File: src/rtl/cla_nibble_sequencer_pkg.sv
// Shared definitions for the nibble-serial CLA add sequencer: slice width and FSM states.
package cla_pkg;

    localparam int NIBBLE_W = 4;

    typedef enum logic [1:0] {
        IDLE = 2'd0,
        RUN  = 2'd1,
        HOLD = 2'd2
    } state_e;

endpackage

File: src/rtl/cla_nibble_sequencer_cla4.sv
// Purely combinational 4-bit carry-lookahead slice; c3 is the carry into bit 3 for overflow detection.
module cla4 (
    input  logic [3:0] a,
    input  logic [3:0] b,
    input  logic       ci,
    output logic [3:0] s,
    output logic       co,
    output logic       c3
);

    logic [3:0] g;
    logic [3:0] p;
    logic       c1;
    logic       c2;

    assign g = a & b;
    assign p = a ^ b;

    // Every carry is flattened from generate/propagate terms so no carry waits on another.
    assign c1 = g[0] | (p[0] & ci);
    assign c2 = g[1] | (p[1] & g[0]) | (p[1] & p[0] & ci);
    assign c3 = g[2] | (p[2] & g[1]) | (p[2] & p[1] & g[0]) | (p[2] & p[1] & p[0] & ci);
    assign co = g[3] | (p[3] & g[2]) | (p[3] & p[2] & g[1]) | (p[3] & p[2] & p[1] & g[0])
              | (p[3] & p[2] & p[1] & p[0] & ci);

    assign s = p ^ {c3, c2, c1, ci};

endmodule

File: src/rtl/cla_nibble_sequencer.sv
// Time-shares one cla4 slice across WIDTH/4 nibbles of a wide add with valid/ready on both sides.
// Defining CLA_SEQ_OVF_EN adds the registered signed-overflow output ovf.
module cla_nibble_sequencer
    import cla_pkg::*;
#(
    parameter int WIDTH = 16
) (
    input  logic             clk,
    input  logic             rst_n,
    input  logic             in_valid,
    output logic             in_ready,
    input  logic [WIDTH-1:0] a,
    input  logic [WIDTH-1:0] b,
    input  logic             cin,
    output logic             out_valid,
    input  logic             out_ready,
    output logic [WIDTH-1:0] sum,
    output logic             cout
`ifdef CLA_SEQ_OVF_EN
   ,output logic             ovf
`endif
);

    localparam int NIBBLES = WIDTH / NIBBLE_W;
    localparam int KW      = (NIBBLES > 1) ? $clog2(NIBBLES) : 1;
    localparam logic [KW-1:0] K_LAST = KW'(NIBBLES - 1);

    state_e           state_q, state_d;
    logic [WIDTH-1:0] aSh_q, aSh_d;
    logic [WIDTH-1:0] bSh_q, bSh_d;
    logic [WIDTH-1:0] acc_q, acc_d;
    logic [WIDTH-1:0] sum_q, sum_d;
    logic [KW-1:0]    k_q, k_d;
    logic             carry_q, carry_d;
    logic             cout_q, cout_d;
    logic [3:0]       sliceS;
    logic             sliceCo;
    logic             sliceC3;
`ifdef CLA_SEQ_OVF_EN
    logic             ovf_q, ovf_d;
`else
    logic             unusedC3;
    assign unusedC3 = sliceC3;
`endif

    cla4 u_cla4 (
        .a  (aSh_q[3:0]),
        .b  (bSh_q[3:0]),
        .ci (carry_q),
        .s  (sliceS),
        .co (sliceCo),
        .c3 (sliceC3)
    );

    always_ff @(posedge clk) begin
        if (!rst_n) begin
            state_q <= IDLE;
            aSh_q   <= '0;
            bSh_q   <= '0;
            acc_q   <= '0;
            sum_q   <= '0;
            k_q     <= '0;
            carry_q <= 1'b0;
            cout_q  <= 1'b0;
`ifdef CLA_SEQ_OVF_EN
            ovf_q   <= 1'b0;
`endif
        end else begin
            state_q <= state_d;
            aSh_q   <= aSh_d;
            bSh_q   <= bSh_d;
            acc_q   <= acc_d;
            sum_q   <= sum_d;
            k_q     <= k_d;
            carry_q <= carry_d;
            cout_q  <= cout_d;
`ifdef CLA_SEQ_OVF_EN
            ovf_q   <= ovf_d;
`endif
        end
    end

    // Partial sums build in acc so the visible sum only changes when a complete result lands.
    always_comb begin
        state_d = state_q;
        aSh_d   = aSh_q;
        bSh_d   = bSh_q;
        acc_d   = acc_q;
        sum_d   = sum_q;
        k_d     = k_q;
        carry_d = carry_q;
        cout_d  = cout_q;
`ifdef CLA_SEQ_OVF_EN
        ovf_d   = ovf_q;
`endif
        case (state_q)
            IDLE: begin
                if (in_valid) begin
                    state_d = RUN;
                    aSh_d   = a;
                    bSh_d   = b;
                    carry_d = cin;
                    k_d     = '0;
                end
            end
            RUN: begin
                aSh_d   = aSh_q >> NIBBLE_W;
                bSh_d   = bSh_q >> NIBBLE_W;
                acc_d   = WIDTH'({sliceS, acc_q} >> NIBBLE_W);
                carry_d = sliceCo;
                k_d     = k_q + KW'(1);
                if (k_q == K_LAST) begin
                    state_d = HOLD;
                    sum_d   = acc_d;
                    cout_d  = sliceCo;
`ifdef CLA_SEQ_OVF_EN
                    ovf_d   = sliceC3 ^ sliceCo;
`endif
                end
            end
            HOLD: begin
                if (out_ready) begin
                    state_d = IDLE;
                end
            end
            default: begin
                state_d = IDLE;
            end
        endcase
    end

    assign in_ready  = (state_q == IDLE);
    assign out_valid = (state_q == HOLD);
    assign sum       = sum_q;
    assign cout      = cout_q;
`ifdef CLA_SEQ_OVF_EN
    assign ovf       = ovf_q;
`endif

endmodule

File: config.mk
export PLATFORM = sky130hd
export DESIGN_NAME = cla_nibble_sequencer
export DESIGN_NICKNAME = d
export VERILOG_FILES = /design/src/rtl/cla_nibble_sequencer_pkg.sv /design/src/rtl/cla_nibble_sequencer_cla4.sv /design/src/rtl/cla_nibble_sequencer.sv
export SDC_FILE = /design/constraint.sdc
export NUM_CORES = 1
export LEC_CHECK = 0
export ABC_AREA = 1
export CORE_MARGIN = 5
export CORE_UTILIZATION = 25
export DETAILED_ROUTE_END_ITERATION = 16
export PLACE_DENSITY = 0.4
export SYNTH_ARGS = -nofsm -noshare
export SYNTH_HDL_FRONTEND = slang
export SYNTH_HIERARCHICAL = 1
export SYNTH_SLANG_ARGS = --single-unit
File: constraint.sdc
create_clock -name clk -period 1.7 [get_ports clk]
set_input_delay 0.34 -clock clk [delete_from_list [all_inputs] [get_ports clk]]
set_output_delay 0.34 -clock clk [all_outputs]
set_load 0.05 [all_outputs]
# After elaboration in Yosys (flattened, before gate mapping)
# Index checks and enable logic that the tools add are counted.
[totals]
ff_bits = 70
input_bits = 37
out_inout_bits = 19
word_cells = 61
[op_classes]
add_sub_neg = 1
n_eq_ne = 6
muxes = 12
bitwise_logic = 29
n_reduce_logical = 5
[op_table]
columns = ["op", "count"]
rows = [
  ["$pmux 16 s2", 2],
  ["$mux 16", 2],
  ["$and 1x1->1", 16],
  ["$or 1x1->1", 10],
  ["$mux 2", 4],
  ["$xor 4x4->4", 2],
  ["$pmux 2 s3", 1],
  ["$and 4x4->4", 1],
  ["$eq 2x2->1 const B", 2],
  ["$ne 2x2->1 const B", 2],
  ["$pmux 2 s2", 1],
  ["$reduce_and 2->1", 2],
  ["$reduce_and 3->1", 1],
  ["$add 2x1->2 const B", 1],
  ["$eq 2x1->1 const B", 1],
  ["$logic_not 2->1", 1],
  ["$ne 2x1->1 const B", 1],
  ["$pmux 1 s2", 1],
  ["$reduce_bool 2->1", 1],
  ["$mux 1", 1],
]

# Logic depth before layout (Yosys ltp)
[logic_depth]
depth_word = 7
ltp_mapped = 9
ltp_nobuf = 9

# Cells and area by module
# Netlist, hierarchy kept.
[by_module_without_submodules]
columns = ["mod", "instances", "cells_per_inst", "area_per_inst_um2", "seq_area_each_um2"]
rows = [
  ["cla_nibble_sequencer", 1, 435, 2939.1, 1321.3],
  ["cla4", 1, 31, 196.4, 0.0],
]

# Worst setup path after synthesis
# OpenSTA, ideal clock, no wires.
[synth_path]
kind = "reg-to-output"
startpoint = "register state_q[0]"
endpoint = "output port out_valid"
arrival_time_ns = 1.158
t_required_ns = 1.360
setup_slack_ns = 0.202
path_stages_with_launch = 3
n_path_buf = 1
cell_sequence = "dfxtp_1 > buf_4 > nor2_1"
[synth_via]
elab_chain_len = 1
[synth_lines]
columns = ["element", "line_no", "rtl"]
rows = [
  ["start: declaration", "cla_nibble_sequencer.sv:28", "state_e state_q, state_d;"],
  ["start signal: assignment", "cla_nibble_sequencer.sv:69", "state_q <= state_d;"],
  ["$eq 2x2->1", "cla_nibble_sequencer.sv:133", "assign out_valid = (state_q == HOLD);"],
  ["end: declaration", "cla_nibble_sequencer.sv:15", "output logic out_valid,"],
]
# Every way passes these cells.

# Worst setup path in the final report
[layout_path]
startpoint = "register state_q[1]"
endpoint = "output port out_valid"
# The elaborated chain is that of the path after synthesis.

==> impl_results.md <==
* Overall die height at between 100 and 150 um
* Mapped Cells at approximately 470
* Pint at between 3 and 4 mW
* Share of the core filled with cells in the final layout at about 33%
* Hold Crit Start: aSh_q[13]
* Proportion of total power due to net switching at about a quarter
* Worst slew margin relative to its limit at roughly 75%
* Area fraction of the dominant cell type after synthesis at 42.1%
* Count of endpoints failing setup in the final report at 0
* Net total in the final layout at ~560
* Worst Hold Slack at 0.460 ns
* Placement-stage cell area at ~3800 um2
* Reported net switching power at around 1.1 mW
* Vias in the first global route at about 2700
* Period Utilization, post-route at 89.9%
* Worst reg2reg setup slack at 0.22 ns
* Num CTS Buffers at 9
* Reported leakage power at between 1.5 and 2 nW
* Global-route wire length before repair at around 13000 um
* Drt wl/cell at ~11 um
* Critical Path Max Stage Delay at ~0.40 ns
* Type of the worst min-delay path: flop to flop
* Final critical delay including setup and external delays at ~1.5 ns
* Number of enable-type register cells in the synthesized netlist at 0
* Syn-to-layout area delta at 32.3%
* RSZ-0062 raised after global routing: false
* Avg Cell Area, Syn at 6.73 um2
* Worst supply voltage drop on vdd at ~0.00037 V
* Placer Congestion at approximately 0.76
* Pwr per Cell Area at approximately 1000 nW/um2
* Proportion of register bits with asynchronous set or reset after synthesis at 0%
* Cell area after technology mapping at ~3100 um2
* Setup TNS after final layout at 0 ns
* Source-to-sink clock delay at the later pin of the worst-skew pair at approximately 0.33 ns
* Placed wire-length estimate after detailed placement at between 5000 and 6000 um
* Total gr overflow at 0
* Leading cell type in the layout, fill and taps excluded: sky130_fd_sc_hd__nand2_1
* Reg2Reg Launch Point: aSh_q[2]
* Final antenna diode count at 0
* Sequential share of power at 40.2%
* Outcome: finished, final reports clean
* Share of post-route cells with drive strength above 1 at a little under an eighth
* Endpoint type of the worst setup path: output port
* Highest fanout seen on the critical path at 3
* Clock tree root buffer cell: sky130_fd_sc_hd__clkbuf_16
* IO Count at between 50 and 60
* Count of hold-fix buffers inserted at cts at 0
* Area contributors post-synth: sky130_fd_sc_hd__dfxtp_1 (42%), sky130_fd_sc_hd__nand2_1 (16%), sky130_fd_sc_hd__inv_1 (8.3%), sky130_fd_sc_hd__a21oi_1 (8.0%), sky130_fd_sc_hd__nor2_1 (6.3%)
* Count of clock tree sinks at 66
* Final Skew at around 0.006 ns
* Total nets after synthesis at 509
* GR Util All Layers at between 10% and 20%
* Number of port buffers at 55
* Remaining routing DRC violations at 0
* Critical path cell sequence: inv_2 > nor2_1 > buf_4
* CTS H-Tree Depth at 3
* WS Path Type: flop to output port
* Total routed wirelength at 7730 um
* TritonCTS clock tree: yes
* Crit path from: state_q[1]
* Antenna violations before repair at 0
* Ys flop type: sky130_fd_sc_hd__dfxtp_1
* Gate power share at 15.6%
* Vias post-DR at between 2000 and 3000
* Residual antenna-violating net count after detailed routing at 0
* Post-synth cell types at 23
* Cell type with the largest total area after synthesis: sky130_fd_sc_hd__dfxtp_1
* Clock tree buffer depth at 2
* Pins over their slew limit at 0
* Pin count of the biggest net entering global routing at ~60
* Crit start category: flop
* Initial core utilization at between 20% and 30%
* DRT iter0 DRCs at roughly 120
* Die X-Extent at roughly 120 um
* Slowest library cell on the worst path: sky130_fd_sc_hd__dfxtp_1
* Highest-count cells in the layout ignoring fill and taps: sky130_fd_sc_hd__nand2_1 (135), sky130_fd_sc_hd__inv_1 (69), sky130_fd_sc_hd__dfxtp_1 (66)
* Max-Cap Viols at 0
* Sequential area share after synthesis at a little over two fifths
* Area enclosed by the die boundary at 14900 um2
* Critical path data required time at roughly 1.4 ns
* Post-cts resize count at 0
* CTS clock-pin slew for the worst setup and hold paths at 0.06 ns
* Worst slew pin tran at roughly 0.37 ns
* Flops & latches, synth at 66
* Core footprint at between 10000 and 15000 um2
* Post-CTS Setup Inserts at 0
* Number of cell rows at just over 40
* Hold Fails Final Rpt at 0
* Data arrival time of the critical path at 1.19 ns
* Final Instance Area at slightly above 4000 um2
* Vias per cell at 4.00
* Number of warnings reported in the yosys synthesis log at 6
* Relative contribution of the clock network to total power at between 40 and 50%
* First-pass iteration count of the detailed router at 4
* Upper clock frequency limit at ~650 MHz
layout make-up:
type / instances / area [um2]
Tap cell: 172 / 215
Timing Repair Buffer: 68 / 663
Fill cell: 1377 / 8320
Clock inverter: 6 / 66.3
Inverter: 71 / 267
Clock buffer: 10 / 239
Sequential cell: 66 / 1320
Multi-Input combinational cell: 303 / 1380
critical path, delay by kind of cell (launching register included):
kind	cells	cell delay, ns
buffers and inverters	2	0.31
and+or+nand+nor	1	0.14
DFF	1	0.40
state kept, by name, indices dropped and copies added, names as in the netlist:
register	count
k_q	2
aSh_q	16
state_q	2
acc_q	12
cout	1
carry_q	1
bSh_q	16
sum	16
kinds of logic (layout without fill, tap and decap cells):
kind of cell             after synthesis  after routing  synth area share (%)
AND/OR/NAND/NOR                      228            228                  29.3
buffers and inverters                 97            155                  13.9
AO/OA/AOI/OAI                         68             68                  11.7
flip-flops                            66             66                  42.1
adder cells (fa/ha/maj)                6              6                  2.63
XOR/XNOR                               1              1                 0.279
synthesized netlist by cell type, types with 5 or more instances:
master                     number
sky130_fd_sc_hd__nand3_1       29
sky130_fd_sc_hd__o21ai_0       13
sky130_fd_sc_hd__a21oi_1       50
sky130_fd_sc_hd__dfxtp_1       66
sky130_fd_sc_hd__clkbuf_1       6
sky130_fd_sc_hd__nand2_2        5
sky130_fd_sc_hd__nor2_1        53
sky130_fd_sc_hd__ha_1           5
sky130_fd_sc_hd__inv_1         69
sky130_fd_sc_hd__buf_2         11
sky130_fd_sc_hd__nand2_1      135
sky130_fd_sc_hd__buf_4          5
path summary, 6_finish.rpt:
check / cells past startpoint / end
worst max-delay path: 3 / out_valid
worst min-delay path: 2 / aSh_q[13]
worst max register to register: 8 / acc_q[15]
worst min register to register: 2 / aSh_q[13]
layer usage:
layer  part of all wire, %  up-vias  routed length [um]  GRT usage, %
met5                     0        -                   0             0
met4                   1.3        0                 100          4.20
met3                   3.2        8                 248          2.79
met2                    46       40                3570          17.8
met1                    49     1215                3810          14.0
li1                      -     1523                   -             -
stage by stage:
stage	setup slack, ns	total power [mW]	std cells
floorplan	0.202	2.19	466
finish	0.172	4.24	696
detailed placement	0.126	2.41	680
global route	0.0911	4.49	696
global placement	0.155	2.41	680
CTS	0.146	4.31	696
power groups by stage:
stage / logic [mW] / registers, mW / clock network [mW]
6_report: 0.661 / 1.70 / 1.88
5_1_grt: 0.762 / 1.72 / 2.01
4_1_cts: 0.676 / 1.71 / 1.93
3_5_place_dp: 0.673 / 1.74 / 0
3_3_place_gp: 0.667 / 1.74 / 0
2_1_floorplan: 0.471 / 1.72 / 0
No activity file was read; power rests on OpenSTA's default activity.
==> variant (same flow settings) <==
The option `CLA_SEQ_OVF_EN` is turned on by a define.
--- a/src/rtl/cla_nibble_sequencer.sv
+++ b/src/rtl/cla_nibble_sequencer.sv
@@ -1,4 +1,6 @@
 // Time-shares one cla4 slice across WIDTH/4 nibbles of a wide add with valid/ready on both sides.
 // Defining CLA_SEQ_OVF_EN adds the registered signed-overflow output ovf.
+`define CLA_SEQ_OVF_EN
+
 module cla_nibble_sequencer
     import cla_pkg::*;
Formal check against the unedited RTL (old outputs only; new: ovf): equivalent (Yosys induction, for registers that start in step).
==> variant against the original RTL <==
Worst setup slack worse by 0.026 ns. Routed wire length up 3.1%. Sequential cell count is 1 higher. Design area is 0.42% higher. Area after synthesis is the same. Non-clock buffer count stayed put. Critical path type is now register to register. Synthesized cell count grew 0.64%. Power fell by 1.6%. First-iteration DRC count down 14%. Critical endpoint is now acc_q[15]. Register-to-register slack got worse by 0.07 ns.
==> variant: results (changes against the original RTL) <==
stage,metric,value,unit,change
critical_path,standard cell with the maximum stage delay on the critical path,sky130_fd_sc_hd__ha_1,,was sky130_fd_sc_hd__dfxtp_1
final_layout,fraction of final layout cells with drive strength greater than 1,0.113,,was 0.118
drt,drt wl/cell,11.4,um,was 11.1 um
yosys,sequential element share of the synthesized area,0.428,,was 0.421
status,run status,finished clean,,unchanged
pwr,maximum ir drop on the vdd rail,0.328,mV,was 0.370 mV
global_routing,pin count of the biggest net entering global routing,46,,was 61
worst_hold_path,Min-Delay Startpoint,bSh_q[13],,was aSh_q[13]
timing,Clock Skew,0.00615,ns,was 0.00601 ns
drt,total number of vias,2850,,was 2786
global_routing,total global routing track utilization,0.115,,was 0.110
pwr,leakage component of the power,0.00193,uW,was 0.00186 uW
placement,cell area after placement,0.00387,sq mm,was 0.00384 sq mm
yosys,share of the synthesized netlist area taken by xor and xnor gates,0.00559,,was 0.00279
global_routing,wire length of the first global-routing pass,13400,um,was 12900 um
final_layout,count of filler cells inserted in the layout,1406,,was 1377
critical_path,crit path launch,aSh_q[2],,was state_q[1]
critical_path,data arrival time of the critical path,1.78,ns,was 1.19 ns
critical_path,crit path capture type,register,,was output pin
timing,final hold slack,0.460,ns,about the same
yosys,Compound-Gate Fraction of Synth Area,0.112,,was 0.117
final_layout,Final Net Count,568,,was 562
worst_hold_path,Min-Delay Endpoint,bSh_q[13],,was aSh_q[13]
pwr,switching fraction of total power,0.265,,was 0.266
placement,HPWL after DPL,5530,um,was 5320 um
placement,Port Buf Inserts,56,,was 55
==> variant: kinds of logic after synthesis <==
| kind of cell | count (synthesis) |
|---|---|
| buf+inv | 94 |
| simple gates | 232 |
| fa+ha+maj | 6 |
| xor+xnor | 2 |
| compound gates | 68 |
| flops | 67 |
==> variant: critical path: cells and delay by family, from the launching register on <==
kind,cells,cell delay [ns]
and+or+nand+nor,6,0.59
DFF,1,0.32
adders and majority gates,1,0.37
AOI/OAI and AO/OA,1,0.17
==> variant: timing repair <==
action / in CTS / in global routing
hold buffers: 0 / 0
endpoints found under the setup margin: 0 / 4
gates resized for setup: 0 / 1
==> variant: power groups by stage <==
stage	clock, uW	combinational, uW	sequential, uW
after floorplan	0	410	1740
after global placement	0	620	1760
after detailed placement	0	620	1760
after CTS	1890	624	1720
after global routing	1970	702	1730
final	1840	612	1720
==> variant: layer usage <==
layer,wire length (um),vias to the layer above,global-route usage
met4,112,0,0.0399
met1,3890,1260,0.142
met3,399,10,0.0381
met5,0,-,0
met2,3560,53,0.186
li1,-,1527,-
==> variant: layout make-up <==
cell class | count | area (sq um) | area share
Tap cell | 172 | 215 | 0.0517
Multi-Input combinational cell | 308 | 1390 | 0.333
Timing Repair Buffer | 68 | 663 | 0.159
Clock inverter | 6 | 66.3 | 0.0159
Sequential cell | 67 | 1340 | 0.322
Clock buffer | 9 | 225 | 0.0541
Inverter | 71 | 267 | 0.0640
==> variant: per-stage QoR <==
step                      setup slack, ns  instances
after global placement              0.132        686
after CTS                          0.0222        701
after floorplan                     0.105        469
after detailed placement            0.118        686
after global routing               0.0318        701
final                               0.146        701
